### config.mk
export PLATFORM = sky130hd
export DESIGN_NAME = controle_temporizador
export DESIGN_NICKNAME = d
export VERILOG_FILES = /design/src/rtl/controle_temporizador.sv
export SDC_FILE = /design/constraint.sdc
export NUM_CORES = 1
export LEC_CHECK = 0
export CAP_MARGIN = 5
export CORE_UTILIZATION = 33
export CTS_BUF_LIST = sky130_fd_sc_hd__clkbuf_2 sky130_fd_sc_hd__clkbuf_4 sky130_fd_sc_hd__clkbuf_8
export CTS_CLUSTER_DIAMETER = 60
export DETAILED_ROUTE_END_ITERATION = 8
export DONT_BUFFER_PORTS = 1
export GPL_TIMING_DRIVEN = 0
export PLACE_DENSITY = 0.52
export SLEW_MARGIN = 25
export SYNTH_ARGS = -nofsm -noshare
export SYNTH_HDL_FRONTEND = slang
export SYNTH_SLANG_ARGS = --single-unit
export TNS_END_PERCENT = 30
### constraint.sdc
create_clock -name Clock -period 3.17 [get_ports Clock]
set_input_delay 0.1585 -clock Clock [delete_from_list [all_inputs] [get_ports Clock]]
set_output_delay 0.1585 -clock Clock [all_outputs]
set_load 0.05 [all_outputs]
### src/rtl/controle_temporizador.sv
// Microwave cook-timer controller: M:SS keypad entry, once-per-second BCD countdown,
// start/pause/cancel handling and door interlock. Estado exposes the FSM state directly.
module controle_temporizador #(
    parameter int TICK_DIV = 50000000
) (
    input  logic       Clock,
    input  logic       Reset_n,
    input  logic [3:0] Tecla,
    input  logic       TeclaValida,
    input  logic       Start,
    input  logic       Stop,
    input  logic       PortaAberta,
    output logic [3:0] Minutos,
    output logic [3:0] DezenaSeg,
    output logic [3:0] Segundos,
    output logic       Magnetron,
    output logic       Pronto,
    output logic [1:0] Estado
);

    localparam int CW = (TICK_DIV > 1) ? $clog2(TICK_DIV) : 1;
    localparam logic [CW-1:0] TICK_MAX = CW'(TICK_DIV - 1);

    typedef enum logic [1:0] {
        IDLE   = 2'b00,
        RUN    = 2'b01,
        PAUSED = 2'b10,
        DONE   = 2'b11
    } estado_t;

    // Handshake: Tecla is sampled only on a cycle where TeclaValida is 1; Start and Stop are
    // one-cycle strobes acted on at the rising edge that sees them; there is no back-pressure.
    estado_t       estado, estado_nxt;
    logic [3:0]    min_nxt, dez_nxt, seg_nxt;
    logic [CW-1:0] tick, tick_nxt;
    logic          porta_q;
    logic          tempo_zero;

    assign tempo_zero = (Minutos == 4'd0) && (DezenaSeg == 4'd0) && (Segundos == 4'd0);

    always_ff @(posedge Clock or negedge Reset_n) begin
        if (!Reset_n) begin
            estado    <= IDLE;
            Minutos   <= 4'd0;
            DezenaSeg <= 4'd0;
            Segundos  <= 4'd0;
            tick      <= '0;
            porta_q   <= 1'b0;
        end else begin
            estado    <= estado_nxt;
            Minutos   <= min_nxt;
            DezenaSeg <= dez_nxt;
            Segundos  <= seg_nxt;
            tick      <= tick_nxt;
            porta_q   <= PortaAberta;
        end
    end

    always_comb begin
        estado_nxt = estado;
        min_nxt    = Minutos;
        dez_nxt    = DezenaSeg;
        seg_nxt    = Segundos;
        tick_nxt   = tick;
        case (estado)
            IDLE: begin
                if (Stop) begin
                    min_nxt = 4'd0;
                    dez_nxt = 4'd0;
                    seg_nxt = 4'd0;
                end else if (Start && !PortaAberta && !tempo_zero) begin
                    estado_nxt = RUN;
                    tick_nxt   = '0;
                end else if (TeclaValida && (Tecla <= 4'd9) && (Segundos <= 4'd5)) begin
                    // Rejecting Segundos>5 keeps the shifted tens-of-seconds digit within 0-5.
                    min_nxt = DezenaSeg;
                    dez_nxt = Segundos;
                    seg_nxt = Tecla;
                end
            end
            RUN: begin
                if (Stop || PortaAberta) begin
                    estado_nxt = PAUSED;
                end else if (tick == TICK_MAX) begin
                    tick_nxt = '0;
                    if (Segundos != 4'd0) begin
                        seg_nxt = Segundos - 4'd1;
                    end else if (DezenaSeg != 4'd0) begin
                        dez_nxt = DezenaSeg - 4'd1;
                        seg_nxt = 4'd9;
                    end else begin
                        min_nxt = Minutos - 4'd1;
                        dez_nxt = 4'd5;
                        seg_nxt = 4'd9;
                    end
                    if ((min_nxt == 4'd0) && (dez_nxt == 4'd0) && (seg_nxt == 4'd0)) begin
                        estado_nxt = DONE;
                    end
                end else begin
                    tick_nxt = tick + 1'b1;
                end
            end
            PAUSED: begin
                if (Stop) begin
                    estado_nxt = IDLE;
                    min_nxt    = 4'd0;
                    dez_nxt    = 4'd0;
                    seg_nxt    = 4'd0;
                end else if (Start && !PortaAberta) begin
                    estado_nxt = RUN;
                end
            end
            DONE: begin
                min_nxt = 4'd0;
                dez_nxt = 4'd0;
                seg_nxt = 4'd0;
                // Any user action only acknowledges; a key pressed here is not entered.
                if (Stop || Start || TeclaValida || (PortaAberta && !porta_q)) begin
                    estado_nxt = IDLE;
                end
            end
            default: estado_nxt = IDLE;
        endcase
    end

    assign Estado    = estado;
    assign Magnetron = (estado == RUN);
    assign Pronto    = (estado == DONE);

endmodule

# After elaboration in Yosys (flattened, before gate mapping)
# Index checks and enable logic that the tools add are counted.
# word_totals
ff_bits	41
in_bits	10
output_inout_bits	16
wordCells	103
# op_classes
add_sub_neg	4
order_cmp	2
n_eq_ne	15
mux	47
n_reduce_logical	29
# ops
operator	n
2-to-1 mux 4 bit	30
2-to-1 mux 26 bit	4
case mux 26 bit (2 select lines)	1
case mux 4 bit (4 select lines)	3
adder 26 x 1 -> 26 bit (second input constant)	1
equality test 26 bit (second input constant)	1
logical NOT 4 bit	6
2-to-1 mux 2 bit	8
subtractor 4 x 1 -> 4 bit (second input constant)	3
logical AND 1 bit	9
!= test 3 bit (second input constant)	3
!= test 2 bit (second input constant)	4
case mux 2 bit (4 select lines)	1
nonzero test 4 bit	2
!= test 3 x 1 -> 1 bit (second input constant)	2
AND reduction 6 bit	1
AND reduction 5 bit	1
equality test 2 bit (second input constant)	2
less-or-equal comparator 4 x 3 -> 1 bit (second input constant)	1
less-or-equal comparator 4 bit (second input constant)	1
logical OR 1 bit	4
!= test 2 x 1 -> 1 bit (second input constant)	2
AND reduction 4 bit	1
logical NOT 1 bit	3
other kinds (3)	3

# Longest topological paths before layout
# logic_depth
depth_word	13
mapped_depth	9
mapped_depth_nobuf	7

# Worst setup path after synthesis
# No wires, ideal clock.
# synth_path
path_type	flip-flop to flip-flop
start	register Segundos[0]
end	register Segundos[0]
setup_ns	0.125
t_arrival_ns	2.669
required_ns	3.045
slack_ns	0.376
path_stages_with_launch	9
n_path_buf	1
period_less_slack_ns	2.794
cell_sequence	dfrtp_1 -> inv_1 -> ha_1 -> or4b_1 -> buf_2 -> nor4_4 -> o2bb2ai_2 -> nor3_4 -> mux2_2
# synth_via
elab_chain_cells	8
elab_cells_between_ends	18
classes_between	1 x add/sub; 1 x order compare; 2 x eq/ne; 7 x mux; 7 x reduce/logical
# synth_rtl
item	line_no	rtl
start: declaration	15	output logic [3:0] Segundos,
start signal: assignment	53	Segundos <= seg_nxt;
subtractor 4 x 1 -> 4 bit / nonzero test 4 bit (equally long branches)	87, 86	
2-to-1 mux 4 bit	86	if (Segundos != 4'd0) begin
2-to-1 mux 4 bit	84	end else if (tick == TICK_MAX) begin
2-to-1 mux 4 bit	82	if (Stop || PortaAberta) begin
2-to-1 mux 4 bit	65	case (estado)
2-to-1 mux 4 bit	84	
2-to-1 mux 4 bit	82	
case mux 4 bit (4 select lines)	65	
# Several ways; a longest one is shown, not always the timed one. The select of a mux whose other input is x is not followed.
# A chain may end at the register's enable or synchronous reset.

# Worst setup path after layout
# layout_path
start	register Segundos[0]
end	register tick[21]
# layout_via
elab_chain_cells	6
# layout_rtl
item	line_no	rtl
logical NOT 4 bit	39	assign tempo_zero = (Minutos == 4'd0) && (DezenaSeg == 4'd0) && (Segundos == 4'd0);
logical AND 1 bit	39	
logical NOT 1 bit	71	end else if (Start && !PortaAberta && !tempo_zero) begin
logical AND 1 bit	71	
!= test 2 bit (no line)	n/a	
AND reduction 4 bit (no line)	n/a	
end signal: assignment	54	tick <= tick_nxt;
end: declaration	35	logic [CW-1:0] tick, tick_nxt;
# No other way between the ends.

==> results by group <==
Timing
  • RSZ-0062 raised after global routing: no
  • Final Hold Viols: 0
  • Rel. slew slack: 41.24%
  • Highest achievable clock rate: 345.1 MHz
  • Setup slack of the critical path after layout: 0.2720 ns
  • Final worst path period need: 2.898 ns
  • Hold WS: 0.06795 ns
  • Pin slew with the least headroom to its limit: 0.8781 ns
  • Worst clock skew on the final layout: 0.004196 ns
  • Total setup violations reported at the end of the flow: 0
  • Final clock period utilization by the worst path: 91.42%
  • Fin. max-slew vios: 0

Layout
  • Post-route cell area: 0.002997 mm²
  • Area growth from synthesis to layout: 11.50%
  • Sequential cell area in the final layout: 0.001028 mm²
  • Number of non-filler instances in the completed layout: 424
  • Number of antenna cells inserted: 0
  • Multi-input gate area: 0.001531 mm²
  • Filler cell count in the final layout: 819
  • Nets: 337
  • Ratio of cells with drive above 1 in the final layout: 9.627%

Placed design
  • Half-perimeter wire length after placement: 5.127 mm
  • Total of buffers placed on input and output ports: 0
  • Cell count after placement: 409
  • Post-placement worst setup slack: -0.1723 ns
  • Instance area after placement: 0.002815 mm²
  • Routability congestion estimate from global placement: 0.8187

Floorplan
  • Die Span Y: 92.25 µm
  • Placement Rows: 32
  • Starting utilization of the core area: 34.42%
  • Area of the die: 0.008509 mm²
  • Number of top-level pins: 26
  • Die extent in x: 92.25 µm
  • Core footprint: 0.007807 mm²

Critical path
  • Reg-to-Reg Start: Segundos[0]
  • Max Fanout on Critical Path: 10
  • Worst reg-to-reg path cell count: 9
  • Type of element launching the critical path: flip-flop
  • Setup slack on the worst flop-to-flop path: 0.27 ns
  • Most numerous cell on the critical path: sky130_fd_sc_hd__buf_2
  • Setup Crit Path Kind: reg2reg
  • Cell with the largest stage delay on the worst path: sky130_fd_sc_hd__dfrtp_2
  • Critical path, cell by cell: inv_1 -> ha_1 -> or4b_1 -> buf_2 -> o31a_1 -> o21ai_4 -> buf_2 -> nor2_1 -> a21oi_1
  • Crit path DAT: 3.13 ns
  • Total buffers and inverters traversed by the critical path: 3
  • FF-to-FF End: tick[21]
  • Required @ worst endpoint: 3.40 ns
  • Endpoint kind of the worst setup timing path: flip-flop
  • Critical Path Max Stage Delay: 0.55 ns
  • Cell family with the largest share of critical-path delay: compound AO/OA/AOI/OAI gates

Pwr
  • Fraction of power consumed by the clock network: 17.3%
  • Gate power share: 42.6%
  • Power density over cell area: 733.4 mW/mm²
  • Maximum vdd ir drop: 242.9 µV
  • Share of total power consumed by net switching: 48.65%
  • Leakage dissipation: 1.240 nW
  • P_sw: 1.069 mW
  • Post-layout power: 2.198 mW
  • Sequential group share of total power: 40.2%
  • Internal power contribution: 1.128 mW

Synthesis
  • Number of synthesized flops with an enable pin: 0
  • Leading post-synthesis cells by cell area: sky130_fd_sc_hd__dfrtp_1 (38%), sky130_fd_sc_hd__a21oi_1 (3.7%), sky130_fd_sc_hd__o21ai_0 (3.4%), sky130_fd_sc_hd__a21o_1 (3.1%), sky130_fd_sc_hd__nand2_1 (3.1%)
  • Syn_area_per_cell: 8.754 µm²
  • Share of flip-flops with an asynchronous set or reset: 100.0%
  • Cells after synthesis: 307
  • Area share of the largest cell type after synthesis: 38.18%
  • Fraction of the yosys area taken by sequential cells: 38.18%
  • Count of unique library cells instantiated by Yosys: 56
  • Top_reg_cell synth: sky130_fd_sc_hd__dfrtp_1
  • Post-synthesis net count: 323
  • Synth Warn #: 0
  • Post-synthesis cell type with the largest combined area: sky130_fd_sc_hd__dfrtp_1
  • Register bit total from synthesis: 41
  • Mapped Area: 0.002688 mm²

Clock network
  • Number of levels in the clock H-tree: 2
  • Source-to-sink clock delay at the later pin of the worst-skew pair: 0.30 ns
  • # clock sinks: 41
  • Clock tree from TritonCTS: yes
  • Total clock buffers created by CTS: 5
  • CTS max path bufs: 2
  • Root buffer selected by CTS: sky130_fd_sc_hd__clkbuf_8
  • Clock slew at the register clock pins of the worst setup and hold paths: 0.08 ns

Global routing
  • Largest net degree at the start of global routing: 42
  • GRT Max-Usage Layer: met1
  • Global Route met2 Usage: 26.00%
  • Global-route wire length before repair: 12.38 mm
  • Met1 GRT Util: 28.50%
  • Total routing usage reported by global routing: 18.59%
  • Met3 layer usage reported by global route: 3.483%
  • Total grt overflow: 0
  • Number of global-route vias before repair: 2362
  • Initial antenna violation count: 0

Job
  • Max-cap violation count: 0

Detailed routing
  • Number of routed nets with antenna violations: 0
  • Average wire length per cell after detail routing: 17.29 µm
  • Iteration count of the initial detailed-routing pass: 4
  • DRT Wirelength: 7.329 mm
  • Via count: 2463
  • Via density per instance: 5.809
  • DR DRC count: 0
  • Iter 0 DRT Violations: 129

Hold path
  • Hold-critical path endpoint: Segundos[1]
  • Worst Hold Depth: 2
  • Worst hold path type: in2reg
  • Startpoint of the worst hold path: Tecla[1]

Run status
  • Result of the run: finished, final reports clean
## layout make-up
| class | count | area share, % |
|---|---|---|
| Multi-Input combinational cell | 234 | 51.11 |
| Sequential cell | 41 | 34.32 |
| Tap cell | 102 | 4.259 |
| Clock buffer | 8 | 3.048 |
| Timing Repair Buffer | 7 | 2.672 |
| Inverter | 19 | 2.380 |
| Buffer | 13 | 2.213 |
## state kept, by name, indices dropped and copies added, names as in the netlist
register and count:
DezenaSeg 4, Minutos 4, Estado 2, Segundos 4, porta_q 1, tick 26
## placed cells by master (no fill, tap or decap), types with 5 or more instances in the layout
master,netlist,layout
sky130_fd_sc_hd__a21o_1,11,11
sky130_fd_sc_hd__dfrtp_1,41,39
sky130_fd_sc_hd__a21oi_1,20,20
sky130_fd_sc_hd__and2_1,5,5
sky130_fd_sc_hd__nor2_1,18,18
sky130_fd_sc_hd__a22o_1,8,8
sky130_fd_sc_hd__nor4_1,9,9
sky130_fd_sc_hd__clkbuf_1,7,6
sky130_fd_sc_hd__or3_1,7,7
sky130_fd_sc_hd__nand4_1,7,7
sky130_fd_sc_hd__nand2_1,22,22
sky130_fd_sc_hd__o31ai_1,9,9
sky130_fd_sc_hd__or4_1,6,6
sky130_fd_sc_hd__nand3_1,11,11
sky130_fd_sc_hd__inv_1,19,19
sky130_fd_sc_hd__nor3_1,14,14
sky130_fd_sc_hd__o21ai_0,18,18
sky130_fd_sc_hd__clkbuf_8,0,5
sky130_fd_sc_hd__ha_1,6,6
## per-layer routing
metal / vias up / routed length, µm
li1: 1201 / -
met1: 1207 / 3786
met2: 49 / 3095
met3: 6 / 364
met4: 0 / 82
met5: - / 0
## power by group through the flow
stage          registers [mW]  logic (mW)  clock network (mW)
5_1_grt                 0.901        1.03               0.410
3_5_place_dp            0.892       0.871                   0
2_1_floorplan           0.859       0.688                   0
4_1_cts                 0.883       0.899               0.392
6_report                0.883       0.935               0.379
3_3_place_gp            0.892       0.868                   0
## worst max-delay path by stage
stage / start / end / slack, ns / cells after the start
global placement: Estado[1] / tick[2] / -0.19 / 9
detailed placement: Estado[1] / tick[2] / -0.17 / 9
CTS: Segundos[0] / Segundos[3] / 0.01 / 8
finish: Segundos[0] / tick[21] / 0.27 / 9
floorplan: Segundos[0] / Segundos[0] / 0.38 / 8
global route: Estado[1] / tick[2] / 0.03 / 9
## cells by family (layout without fill, tap and decap cells)
logic type      Yosys count  in the layout  share of synthesized area, %
xor+xnor                  1              1                        0.3259
buf+inv                  32             47                         5.075
simple gates            117            117                         24.44
mux                       5              5                         1.955
flops                    41             41                         38.17
fa+ha+maj                 6              6                         2.793
compound gates          105            105                         27.24
## per-stage QoR
step	setup TNS [ns]	utilization [%]
after floorplan	0	-
after global placement	-1.041	36.06
after detailed placement	-1.037	36.06
after CTS	0	38.06
after global routing	0	38.38
final	0	38.38
## synthesized netlist by cell type (all sizes together) (4+ instances only)
master and number:
a21o 11, a21oi 20, a22o 8, a22oi 4, a31oi 4, and2 5, buf 6, clkbuf 7
dfrtp 41, ha 6, inv 19, nand2 22, nand3 11, nand4 7, nor2 18, nor3 15
nor4 10, o21ai 19, o22ai 4, o31ai 9, or3 8, or4 6
## timing repair
action                                  CTS  global route
hold buffers                              4             0
endpoints found under the hold margin    43             0
pin swaps                                 0             1
buffers inserted                          0             3
gates resized for setup                   2             2
endpoints found under the setup margin   11            15
## worst register-to-register path, delay by kind of cell, from the launching register on
family | cells | cell delay (ns)
AND/OR/NAND/NOR | 2 | 0.58
AO/OA/AOI/OAI | 3 | 0.81
adder cells (fa/ha/maj) | 1 | 0.23
buffers and inverters | 3 | 0.66
flip-flops | 1 | 0.55
No activity file was read; power rests on OpenSTA's default activity.
